[config.mk]
export PLATFORM = sky130hd
export DESIGN_NAME = fade_envelope_gen
export DESIGN_NICKNAME = d
export VERILOG_FILES = /design/src/rtl/fade_pkg.sv /design/src/rtl/fade_gamma_sq.sv /design/src/rtl/fade_envelope_gen.sv
export SDC_FILE = /design/constraint.sdc
export NUM_CORES = 1
export LEC_CHECK = 0
export ABC_CLOCK_PERIOD_IN_PS = 16800
export BUFFER_PORTS_ARGS = -buffer_cell sky130_fd_sc_hd__buf_2
export CAP_MARGIN = 10
export CORE_ASPECT_RATIO = 0.6
export CORE_MARGIN = 5
export CORE_UTILIZATION = 40
export DETAILED_ROUTE_END_ITERATION = 10
export SLEW_MARGIN = 0
export SYNTH_ARGS = -nofsm -noshare
export SYNTH_HDL_FRONTEND = slang
export SYNTH_HIERARCHICAL = 1
export SYNTH_SLANG_ARGS = --single-unit
[constraint.sdc]
create_clock -name CLK -period 16.8 [get_ports CLK]
set_clock_uncertainty 0.05 [all_clocks]
set_input_delay 1.68 -clock CLK [delete_from_list [all_inputs] [get_ports CLK]]
set_output_delay 1.68 -clock CLK [all_outputs]
set_load 0.05 [all_outputs]
[src/rtl/fade_pkg.sv]
// rtl/fade_pkg.sv - shared state codes and defaults for the fade envelope and PWM stage
package fade_pkg;

  localparam int          WIDTH_DEF     = 16;
  localparam logic [15:0] MAX_LEVEL_DEF = 16'hFF00;

  typedef enum logic [1:0] {
    HOLD_LOW  = 2'd0,
    RAMP_UP   = 2'd1,
    HOLD_HIGH = 2'd2,
    RAMP_DOWN = 2'd3
  } fade_state_t;

endpackage

[src/rtl/fade_gamma_sq.sv]
// rtl/fade_gamma_sq.sv - registered square-law shaper with bypass, one cycle latency
module fade_gamma_sq
  import fade_pkg::*;
#(
  parameter int WIDTH = WIDTH_DEF,
  parameter bit GAMMA = 1'b1
) (
  input  logic             clk,
  input  logic             rst_n,
  input  logic [WIDTH-1:0] level,
  output logic [WIDTH-1:0] target_q
);

  logic [2*WIDTH-1:0] product;
  logic [WIDTH-1:0]   shaped;

  assign product = {{WIDTH{1'b0}}, level} * {{WIDTH{1'b0}}, level};

  // Upper half of the square keeps full scale mapped to near full scale.
  assign shaped = GAMMA ? WIDTH'(product >> WIDTH) : level;

  always_ff @(posedge clk or negedge rst_n) begin
    if (!rst_n) begin
      target_q <= '0;
    end else begin
      target_q <= shaped;
    end
  end

endmodule

[src/rtl/fade_envelope_gen.sv]
// rtl/fade_envelope_gen.sv - breathing envelope generator feeding a glitch-free PWM compare
module fade_envelope_gen
  import fade_pkg::*;
#(
  parameter int               WIDTH         = WIDTH_DEF,
  parameter int               STEP_DIV_BITS = 17,
  parameter logic [WIDTH-1:0] MAX_LEVEL     = MAX_LEVEL_DEF,
  parameter int               HOLD_TICKS    = 8,
  parameter bit               GAMMA         = 1'b1
) (
  input  logic             CLK,
  input  logic             RST_N,
  input  logic             en,
  input  logic [WIDTH-1:0] step,
  input  logic             period_wrap,
  output logic [WIDTH-1:0] compare,
  output logic             compare_upd,
  output logic [1:0]       state,
  output logic             peak
);

  localparam logic [7:0] HOLD_LAST = 8'(HOLD_TICKS - 1);

  fade_state_t              state_q;
  fade_state_t              state_d;
  logic [STEP_DIV_BITS-1:0] prescaler;
  logic                     step_tick;
  logic [WIDTH-1:0]         level;
  logic [WIDTH-1:0]         level_d;
  logic [WIDTH-1:0]         target_q;
  logic [7:0]               hold_cnt;
  logic [7:0]               hold_d;
  logic [WIDTH:0]           sum;
  logic                     at_top;
  logic                     at_bottom;
  logic                     hold_done;
  logic                     peak_d;

  always_ff @(posedge CLK or negedge RST_N) begin
    if (!RST_N) begin
      prescaler <= '0;
    end else if (en) begin
      prescaler <= prescaler + 1'b1;
    end
  end

  assign step_tick = en & (&prescaler);

  // One extra bit so a large step cannot wrap past the ceiling unnoticed.
  assign sum       = {1'b0, level} + {1'b0, step};
  assign at_top    = sum >= {1'b0, MAX_LEVEL};
  assign at_bottom = level <= step;
  assign hold_done = hold_cnt == HOLD_LAST;

  always_ff @(posedge CLK or negedge RST_N) begin
    if (!RST_N) begin
      state_q <= RAMP_UP;
    end else begin
      state_q <= state_d;
    end
  end

  always_comb begin
    state_d = state_q;
    if (step_tick) begin
      case (state_q)
        RAMP_UP:   if (at_top)    state_d = HOLD_HIGH;
        HOLD_HIGH: if (hold_done) state_d = RAMP_DOWN;
        RAMP_DOWN: if (at_bottom) state_d = HOLD_LOW;
        HOLD_LOW:  if (hold_done) state_d = RAMP_UP;
        default:                  state_d = RAMP_UP;
      endcase
    end
  end

  always_comb begin
    level_d = level;
    hold_d  = hold_cnt;
    peak_d  = 1'b0;
    if (step_tick) begin
      case (state_q)
        RAMP_UP: begin
          if (at_top) begin
            level_d = MAX_LEVEL;
            hold_d  = '0;
            peak_d  = 1'b1;
          end else begin
            level_d = sum[WIDTH-1:0];
          end
        end
        HOLD_HIGH, HOLD_LOW: begin
          hold_d = hold_done ? 8'd0 : hold_cnt + 8'd1;
        end
        RAMP_DOWN: begin
          if (at_bottom) begin
            level_d = '0;
            hold_d  = '0;
          end else begin
            level_d = level - step;
          end
        end
        default: begin
          level_d = level;
        end
      endcase
    end
  end

  always_ff @(posedge CLK or negedge RST_N) begin
    if (!RST_N) begin
      level    <= '0;
      hold_cnt <= '0;
      peak     <= 1'b0;
    end else begin
      level    <= level_d;
      hold_cnt <= hold_d;
      peak     <= peak_d;
    end
  end

  fade_gamma_sq #(
    .WIDTH (WIDTH),
    .GAMMA (GAMMA)
  ) u_gamma (
    .clk      (CLK),
    .rst_n    (RST_N),
    .level    (level),
    .target_q (target_q)
  );

  // Compare only moves on the PWM wrap so a period is never cut short.
  always_ff @(posedge CLK or negedge RST_N) begin
    if (!RST_N) begin
      compare     <= '0;
      compare_upd <= 1'b0;
    end else begin
      compare_upd <= period_wrap;
      if (period_wrap) begin
        compare <= target_q;
      end
    end
  end

  assign state = state_q;

endmodule

==> results.txt <==
The flow ran to the end, and the final reports show no timing, DRC or antenna violations. For the share of power burned in combinational logic, the log shows 62.6%. The count of cells in the finished layout, fillers not included, comes to 1755. For this design, the CTS-stage hold fixing added 0 buffers. The worst setup path is captured at a register. Setup repair after global routing left no endpoint under its margin. Yosys printed 6 warnings. The logs give 1665 for the final net count and 0 for the DRC violation count after routing. After technology mapping, the gate count stands at 1333. The logs give 0 for the number of hold-slack violations in the final timing report and 0 for the final number of setup-violating endpoints.

The count of placed standard cells including taps came out at 1739. Once detailed placement completed, the half-perimeter wirelength came to 22800 um. The weighted congestion reported at the end of routability-driven placement is 0.894.

In this run the remaining antenna-violating nets after routing total 0. The number of enable flip-flop cells after synthesis works out to 0. The startpoint type of the worst setup path is a register.

The synthesized design spends more area on one cell type than any other, namely fa_1. TritonCTS built the clock tree. In this run, flip-flops and latches consume 20.0% of the power. The initial antenna violation count was 0; the relative area change from synthesis to final layout was 6.81%. Dividing the final minimum period by the clock period gives 39.7%. The number of rows created at floorplan was 49; the max-slew violation count was 0.

The clock network is responsible for 17.4% of the overall power. Of all nets on the critical path, the largest fanout is 26. The largest voltage drop on the vdd net was 0.0919 mV. For this block, the routed nets add up to 28000 um of wire.

Cell internal power was estimated by the tool at 571 uW. The via-per-instance ratio came out at 5.14. Counting the buffers created by CTS gives 9. Cells with a size suffix above 1 make up 8.24% of the layout. STA puts the critical path data arrival time at 6.84 ns.

In this run the power spent charging and discharging nets is 551 uW. The total power density per cell area is 86.8 mW/mm^2, and the die span in y is 145 um. The run gives 40.5% as the effective utilization at floorplan. Clock tree synthesis selected as its root buffer the cell clkbuf_16. Measured against its own limit, the worst slew margin works out to 31.4%. Adding up every negative setup slack in the final design gives 0 ns. Based on the critical path, the design can be clocked at up to 150 MHz.

For this run the aggregate overflow at the end of global routing stands at 0. In this run the horizontal extent of the chip is 235 um. The number of global-route vias before repair was 9301. The overall die area is 0.0339 mm^2, and the max capacitance violation total is 0. The first global-routing pass estimated 48300 um of wire.

The tightest min-delay check is of the reg -> reg type. The synthesis-stage register bit count is 77, and the pin count of the biggest net entering global routing is 78. The depth of the CTS H-tree was 3. At the pin with the least slew margin, the transition time is 1.03 ns. The most common cell after layout, fill and taps aside was inv_1. The top cell type's share of synthesized area is 27.0%, and the async set or reset register ratio after synthesis is 100%.

The most used flip-flop cell after synthesis was dfrtp_1. The run gives 5 as the first-pass iteration count of the detailed router. Total setup buffers inserted after CTS: 0. In the layout the commonest cells are inv_1 (287), fa_1 (163), ha_1 (140). By area the synthesized netlist is led by fa_1 (27%), dfrtp_1 (16%), ha_1 (14%), inv_1 (8.9%), nand2_1 (3.5%). Global routing used 17.6% of the available tracks across all layers.

Total nets after synthesis: 1656. The cell area after technology mapping was 0.0121 mm^2. The number of gates resized after CTS was 0.

The repair_antennas step left the layout with diodes totalling 0. The fraction of power spent switching nets came out at 49.1%. Data required time of the critical path: 16.97 ns. Input and output buffers added on the ports amount to 39. The count of cell types in the netlist was 80; the synthesized area per cell was 9.07 um^2. For this design, the sink count on the clock tree is 77. The detailed router finished its first iteration with 548 violations. In this run the count of I/O pins placed on the die edge is 40. The logs give 2 for the maximum buffer depth of the clock tree and 0.0299 mm^2 for the floorplan core area. The clock-pin slew on the worst setup and hold paths works out to 0.07 ns.

The register area share after synthesis is 15.9%, and the static power due to leakage is 0.00715 uW. The final period demand of the worst path came out at 6.67 ns. The final route contains 9018 vias. The later pin in the worst-skew pair is clocked with a latency of 0.35 ns. The worst setup path is of the reg -> reg kind.

The average wire per standard cell was 15.9 um.
synthesized netlist by cell type (10+ instances only):
| library cell | number |
|---|---|
| nand2_1 | 114 |
| clkbuf_1 | 29 |
| inv_1 | 287 |
| o31ai_1 | 12 |
| a21o_1 | 22 |
| nand4_1 | 12 |
| nor2b_1 | 17 |
| a31oi_1 | 10 |
| fa_1 | 163 |
| xor2_1 | 12 |
| o21ai_0 | 35 |
| a21oi_1 | 45 |
| dfrtp_1 | 76 |
| ha_1 | 140 |
| nand3_1 | 30 |
| and2_1 | 41 |
| nor2_1 | 68 |
| nor3_1 | 13 |
| mux2_2 | 21 |
| xnor2_1 | 39 |
metrics by stage:
step	worst slack, ns	instance area (um^2)	power (uW)	hold WS, ns	util, %
2_1_floorplan	10.82	12100	741	0.388	-
3_3_place_gp	10.35	12600	917	0.403	42.3
3_5_place_dp	10.21	12600	927	0.407	42.3
4_1_cts	10.19	12900	1130	0.420	43.3
5_1_grt	9.79	12900	1250	0.444	43.3
6_report	10.13	12900	1120	0.420	43.3
critical path: stages, from the launching register on:
cell and delay (ns):
dfrtp_1 0.74, and2_1 0.35, fa_1 0.54, inv_1 0.05, fa_1 0.47, inv_1 0.05, fa_1 0.49, inv_1 0.05
fa_1 0.47, inv_1 0.06, fa_1 0.53, inv_1 0.06, fa_1 0.52, inv_1 0.04, ha_1 0.28, nand2_1 0.10
a21oi_1 0.35, a211oi_1 0.17, o31ai_1 0.59, o21ai_0 0.27, o21ai_0 0.20, o31ai_1 0.09
flip-flops by register name, summed over array words and instances, names as in the netlist:
signal	flops
prescaler	17
level	16
compare_upd	1
hold_cnt	8
u_gamma/target_q	16
peak	1
compare	16
state	2
area by class of cell:
class | count | area [um^2]
clock buffer | 9 | 225
clock inverter | 7 | 63.8
fill | 2965 | 16900
inverter | 288 | 1080
multi-input combinational | 926 | 8910
sequential | 77 | 1930
tap | 408 | 510
timing repair buffer | 40 | 205
power by group through the flow:
stage | clock [uW] | sequential [uW] | combinational [uW]
6_report | 195 | 224 | 702
2_1_floorplan | 0 | 216 | 525
3_3_place_gp | 0 | 226 | 691
5_1_grt | 207 | 226 | 813
3_5_place_dp | 0 | 227 | 700
4_1_cts | 200 | 224 | 705
kinds of logic (layout without fill, tap and decap cells):
family,Yosys count,after routing,synth area share [%]
AO/OA/AOI/OAI,209,209,12.6
XOR/XNOR,52,52,3.83
adder cells (fa/ha/maj),303,303,41.5
buffers and inverters,330,344,10.4
flip-flops,77,77,15.9
multiplexers,22,22,2.04
AND/OR/NAND/NOR,340,340,13.7
metal layers:
| layer | track usage, % | share of wire [%] | vias to the layer above |
|---|---|---|---|
| li1 | - | - | 4309 |
| met1 | 28.2 | 52 | 4480 |
| met2 | 25.7 | 41 | 214 |
| met3 | 2.26 | 5.4 | 15 |
| met4 | 3.07 | 0.79 | 0 |
| met5 | 0 | 0 | - |
path summary, 6_finish.rpt:
kind,startpoint,end,slack [ns],cells after the start
max in group asynchronous,RST_N,u_gamma/target_q[0],14.57,1
setup / recovery,level[1],u_gamma/target_q[12],10.13,21
hold / removal,prescaler[15],prescaler[15],0.42,1
setup reg to reg,level[1],u_gamma/target_q[12],10.13,21
hold reg to reg,prescaler[15],prescaler[15],0.42,1
min in group asynchronous,RST_N,hold_cnt[7],1.45,1
Power figures use the tool's default switching activity.
